**src/rtl/alu16_seq.sv**
```systemverilog
// alu16_seq: serialized register-file/sequencer around an external 16-bit ALU (instr in_* handshake, alu_* drive/return, out_* result + flags)
module alu16_seq #(
  parameter int W = 16,
  parameter int NREG = 8
) (
  input  logic                    clk,
  input  logic                    rst,
  input  logic                    in_valid,
  output logic                    in_ready,
  input  logic [2:0]              in_cmd,
  input  logic [$clog2(NREG)-1:0] in_rd,
  input  logic [$clog2(NREG)-1:0] in_rs1,
  input  logic [$clog2(NREG)-1:0] in_rs2,
  input  logic [W-1:0]            in_imm,
  output logic [W-1:0]            alu_a,
  output logic [W-1:0]            alu_b,
  output logic [1:0]              alu_op,
  input  logic [W-1:0]            alu_y,
  input  logic                    alu_cout,
  output logic                    out_valid,
  input  logic                    out_ready,
  output logic [W-1:0]            out_data,
  output logic                    flag_z,
  output logic                    flag_n,
  output logic                    flag_c,
  output logic                    flag_v
);
  localparam int RW = $clog2(NREG);
  localparam logic [2:0] LOADI = 3'b100;
  localparam logic [2:0] READ = 3'b101;
  typedef enum logic [1:0] {IDLE, EXEC, RESP} state_t;
  state_t state, state_n;
  logic [W-1:0] rf [NREG];
  logic [2:0] cmd_q;
  logic [RW-1:0] rd_q;
  logic [W-1:0] imm_q;
  logic [W-1:0] res_n;
  logic wr, cv, v_n, a15, b15, y15;
  assign in_ready = state == IDLE && !rst;
  assign out_valid = state == RESP;
  always_ff @(posedge clk) state <= rst ? IDLE : state_n;
  always_comb begin
    state_n = state == IDLE ? (in_valid ? EXEC : IDLE) :
              state == EXEC ? RESP :
              (out_ready ? IDLE : RESP);
  end
  assign a15 = alu_a[W-1];
  assign b15 = alu_b[W-1];
  assign y15 = alu_y[W-1];
  always_comb begin
    res_n = !cmd_q[2] ? alu_y : cmd_q == LOADI ? imm_q : cmd_q == READ ? alu_a : '0;
    wr = !cmd_q[2] || cmd_q == LOADI;
    cv = cmd_q[2:1] == 2'b01;
    v_n = cmd_q[0] ? (a15 != b15 && y15 != a15) : (a15 == b15 && y15 != a15);
  end
  always_ff @(posedge clk) begin
    if (rst) begin
      for (int i = 0; i < NREG; i++) rf[i] <= '0;
      cmd_q <= '0;
      rd_q <= '0;
      imm_q <= '0;
      alu_a <= '0;
      alu_b <= '0;
      alu_op <= '0;
      out_data <= '0;
      flag_z <= 1'b0;
      flag_n <= 1'b0;
      flag_c <= 1'b0;
      flag_v <= 1'b0;
    end else begin
      if (state == IDLE && in_valid) begin
        cmd_q <= in_cmd;
        rd_q <= in_rd;
        imm_q <= in_imm;
        alu_a <= rf[in_rs1];
        alu_b <= rf[in_rs2];
        if (!in_cmd[2]) alu_op <= in_cmd[1:0];
      end
      if (state == EXEC) begin
        out_data <= res_n;
        if (wr && rd_q != '0) rf[rd_q] <= res_n;
        if (wr) begin
          flag_z <= res_n == '0;
          flag_n <= res_n[W-1];
        end
        if (cv) begin
          flag_c <= alu_cout;
          flag_v <= v_n;
        end
      end
    end
  end
endmodule

```
**config.mk**
```make
export PLATFORM = sky130hd
export DESIGN_NAME = alu16_seq
export DESIGN_NICKNAME = d
export VERILOG_FILES = /design/src/rtl/alu16_seq.sv
export SDC_FILE = /design/constraint.sdc
export NUM_CORES = 1
export LEC_CHECK = 0
export CAP_MARGIN = 30
export CORE_MARGIN = 2
export CORE_UTILIZATION = 55
export DETAILED_ROUTE_END_ITERATION = 10
export MAX_ROUTING_LAYER = met4
export PLACE_DENSITY = 0.82
export SLEW_MARGIN = 20
export SYNTH_ARGS = -nofsm -noshare
export SYNTH_HDL_FRONTEND = slang
export SYNTH_SLANG_ARGS = --single-unit
```
**constraint.sdc**
```tcl
create_clock -name clk -period 3.9 [get_ports clk]
set_input_delay 0.39 -clock clk [delete_from_list [all_inputs] [get_ports clk]]
set_output_delay 0.39 -clock clk [all_outputs]
set_load 0.02 [all_outputs]
```
* Yosys cells after proc, flatten, opt, wreduce, memory -nomap -nowiden
Memories as Yosys holds them, arrays and structs flattened. A register that Yosys moved wholly into a read port is not among the register bits.
Cells that the tools add are included.
** Word-level totals
- Register bits :: 46
- RAM bits :: 128
- Input bits :: 49
- Output and inout bits :: 56
- Word-level logic and storage cells :: 52
- Memories :: 1
** Cells by class
- Eq/ne operators :: 8
- Muxes and demuxes :: 17
- Bitwise operators :: 1
- Reductions and logical operators :: 15
** Memories
- rf :: depth 8, bits a word 16, read ports 2, clocked after Yosys merged registers in 2, write ports 8, RTL line 33 : logic [W-1:0] rf [NREG];
** Operator list (number)
- 16-bit two-way mux :: 4
- 16-bit zero test :: 1
- 16-bit OR reduction :: 1
- 1-bit two-way mux :: 9
- 3-bit equality test (second input constant) :: 2
- 2-bit two-way mux :: 3
- 2-bit AND reduction :: 3
- 1-bit logical AND :: 5
- 2-bit by 1-bit equality test with 1-bit output (second input constant) :: 2
- 3-bit two-way mux :: 1
- 3-bit nonzero test :: 1
- 2-bit equality test (second input constant) :: 1
- 1-bit zero test :: 2
- 2-bit zero test :: 1
- 1-bit inequality test :: 2
- 1-bit equality test :: 1
- 1-bit logical OR :: 1
- 1-bit NOT :: 1

* Logic depth before layout (Yosys ltp)
- Depth in word-level cells :: 9
- Depth in mapped cells :: 7
- Depth with buffers taken out :: 5

* Worst setup path before layout
No wires, ideal clock.
- Kind :: reg2reg
- Start :: reg state[0]
- End :: mem rf[7][0], enable pin
- Library setup time :: 375 ps
- Arrival :: 1624 ps
- Data required time :: 3525 ps
- Path slack :: 1902 ps
- Cell stages (with the launch flop) :: 7
- Buffers on the path :: 1
- Clock period less this slack :: 1998 ps
- Cells stage by stage :: dfxtp_1 nor2b_1 buf_2 nand2_2 nor3b_2 nand3_1 nand2b_1
** RTL lines
- from (decl) :: RTL line 32 : state_t state, state_n;
- from (signal assigned) :: RTL line 41 : always_ff @(posedge clk) state <= rst ? IDLE : state_n;
- to (decl) :: RTL line 33

==> impl_metrics.ini <==
[worst_setup_path]
reg2reg_slack_ns = 1.04
regToRegEndpoint = rf[7][5]
worst_ep_required_time_ns = 4.03
critPathKind = reg2reg
cp-end-kind = register
rr_worst_depth = 6
r2r-start = state[0]
cp_max_fo = 34
cp.arrival_ns = 3.00
cp-start-kind = register

[detailed_routing]
vias = 6619
drt_iter0_markers = 744
routed_via_density = 6.11
first_pass_iters = 6
drtAntennaViolNets = 0
wl_per_cell_um = 24.0
drcViolationCount = 0
finalWirelength_mm = 26.0

[floorplan]
pin_count = 105
num_rows = 48
coreArea_um2 = 17100
die-area_um2 = 18300
die-width_um = 135
die_h_um = 135
start_util_pct = 55.5

[place]
gp_congestion = 0.963
dp_hpwl_mm = 17.2
io_buffer_count = 104

[global_route]
first_global_vias = 6439
antenna_found_initial = 0
grt_pass1_wl_mm = 38.1
grt_max_degree = 54
grtUsageTotal_pct = 29.4
grt_remaining_overflow = 0

[synthesis]
yosys.cell_types.count = 35
synth.area.top_cells = edfxtp_1 40%, dfxtp_1 16%, mux4_2 15%
syn_area_per_cell_um2 = 12.8
synth-edff-count = 128
yosysWarnings = 0
synth_top_area_share_pct = 40.5
ys_seq_area_share_pct = 56.9
ys_async_sr_fraction_pct = 0
synth-seq-cells = 206
ys.flop_type = edfxtp_1
syn_inst = 740
yosys-top-cells-count = 168 x nor2_1, 128 x edfxtp_1, 78 x dfxtp_1
synth.most_common_cell = nor2_1
netlist_area_um2 = 9500
yosysTopAreaCell = edfxtp_1

[hold_path]
worstHoldEndpoint = flag_v
hold_depth = 2
hp-start = rst
min_path_type = in2reg

[power]
powerDensity_nw_per_um2 = 460
clkPwrFrac_pct = 37.7
intPower_mw = 3.93
p_sw_share_pct = 25.4
total_power_mw = 5.27
vdd_ir_drop_max_v = 0.000327
combPwrFrac_pct = 14.3
leakage_nw = 4.06
switchingPower_mw = 1.34
power_frac_seq_pct = 48.0

[cts]
ctsResizeCount = 0
cts.path.max_buffers = 3
cts_buffers = 21
cts_tree = done
cts_setup_buffers = 0
path_clk_slew_ns = 0.07
worstSkewPairLatency_ns = 0.50
postCtsHoldBufs = 0
cts_sinks = 206
htreeDepth = 1
cts-root-buf = clkbuf_16

[timing]
slew_viol_final = 0
slew_headroom_pct = 37.3
setup-tns-final_ns = 0
rsz0062_at_grt = false
post-route-period-util_pct = 73.4
final-setup-viol-count = 0
period_needed_ns = 2.86
tightestPinTransition_ns = 0.938
hold_viol = 0
skew_ns = 0.0103
fmax_ghz = 0.349

[run_status]
status = complete, no violations

[cells_and_area]
antennaDiodeCount = 0
fillers = 1226
fin_nets = 893
drive_above_1_share_pct = 17.5
syn_to_final_growth_pct = 20.6
multi_input_area_um2 = 3900
regArea_um2 = 5410

[job]
maxCapViolCount = 0
metrics by stage:
| stage | util, % | setup WS [ns] | std cells | instance area (µm²) | hold slack (ns) |
|---|---|---|---|---|---|
| global placement | 62.9 | 1.22 | 1044 | 10800 | 0.440 |
| detailed placement | 63.0 | 1.07 | 1045 | 10800 | 0.446 |
| CTS | 66.8 | 1.06 | 1082 | 11400 | 0.376 |
| finish | 66.9 | 1.04 | 1083 | 11500 | 0.374 |
| floorplan | - | 1.90 | 755 | 9550 | 0.432 |
| global route | 66.9 | 0.814 | 1083 | 11500 | 0.416 |
cell usage in the layout, fill, tap and decap left out, types with 2 or more instances in the layout:
master / netlist / final
clkdlybuf4s50_1: 0 / 101
buf_2: 15 / 2
nor2b_2: 0 / 2
clkbuf_16: 0 / 21
clkinv_2: 0 / 2
nor2_1: 168 / 168
nand2b_1: 8 / 8
bufinv_16: 0 / 2
buf_12: 0 / 2
edfxtp_1: 128 / 128
clkinv_1: 0 / 2
clkbuf_1: 35 / 8
buf_4: 0 / 18
a21oi_1: 25 / 25
a21oi_2: 7 / 7
nand3_1: 2 / 2
nor2b_1: 21 / 19
a21oi_4: 9 / 9
mux2i_1: 33 / 33
mux2_2: 11 / 11
mux2_1: 4 / 4
conb_1: 1 / 16
nand2_1: 52 / 52
a211oi_1: 49 / 49
nand3b_1: 2 / 2
o21ai_0: 3 / 3
nor3b_2: 2 / 2
mux4_2: 64 / 64
clkbuf_8: 0 / 2
dfxtp_1: 78 / 78
nand4_1: 4 / 4
kinds of logic after synthesis:
group,count (synthesis),synth area share (%)
multiplexers,113,20.6
other,1,0.0395
AO/OA/AOI/OAI,96,7.80
AND/OR/NAND/NOR,265,11.8
flip-flops,206,56.9
buffers and inverters,58,2.73
XOR/XNOR,1,0.0922
flip-flops by register name, summed over array words and instances, names as in the netlist:
signal,flops
alu_a,16
alu_op,2
state,2
out_data,16
flag_n,1
rd_q,3
cmd_q,3
imm_q,16
flag_z,1
rf,128
flag_v,1
alu_b,16
flag_c,1
cell type report:
class                           instances  area share [%]
Clock inverter                          6           0.677
Timing Repair Buffer                  124            10.6
Tap cell                              225            2.46
Multi-Input combinational cell        491            34.0
Sequential cell                       206            47.2
Clock buffer                           31            5.09
per-layer routing:
metal  wire length [µm]  part of all wire [%]  track usage, %  vias to the layer above
met5                  0                     0               -                        -
met1               9400                    36            37.3                     3224
met3               2650                    10            5.76                       83
met2              12800                    49            46.7                      378
met4               1110                   4.3            12.7                        0
li1                   -                     -               -                     2934
worst max-delay path by stage:
stage	start	endpoint	slack [ns]	cells past startpoint
finish	state[0]	rf[7][5]	1.04	6
global route	state[0]	rf[7][6]	0.81	6
CTS	state[0]	rf[7][6]	1.06	6
detailed placement	state[0]	rf[7][7]	1.07	6
global placement	state[0]	rf[7][7]	1.22	6
floorplan	state[0]	rf[7][0]	1.90	6
critical path: stages, from the launching register on:
cell and delay (ns):
dfxtp_1 0.37, nor2b_2 0.15, buf_4 0.30, nand2_2 0.18, nor3b_2 0.32, nand3_1 0.46
nand2b_1 0.72
power groups by stage:
stage | logic [mW] | registers, mW | clock network, mW
floorplan | 0.410 | 2.58 | 0
global placement | 0.729 | 2.56 | 0
detailed placement | 0.742 | 2.57 | 0
CTS | 0.750 | 2.52 | 1.99
global route | 0.799 | 2.54 | 2.06
finish | 0.754 | 2.53 | 1.99
No activity file was read; power rests on OpenSTA's default activity.
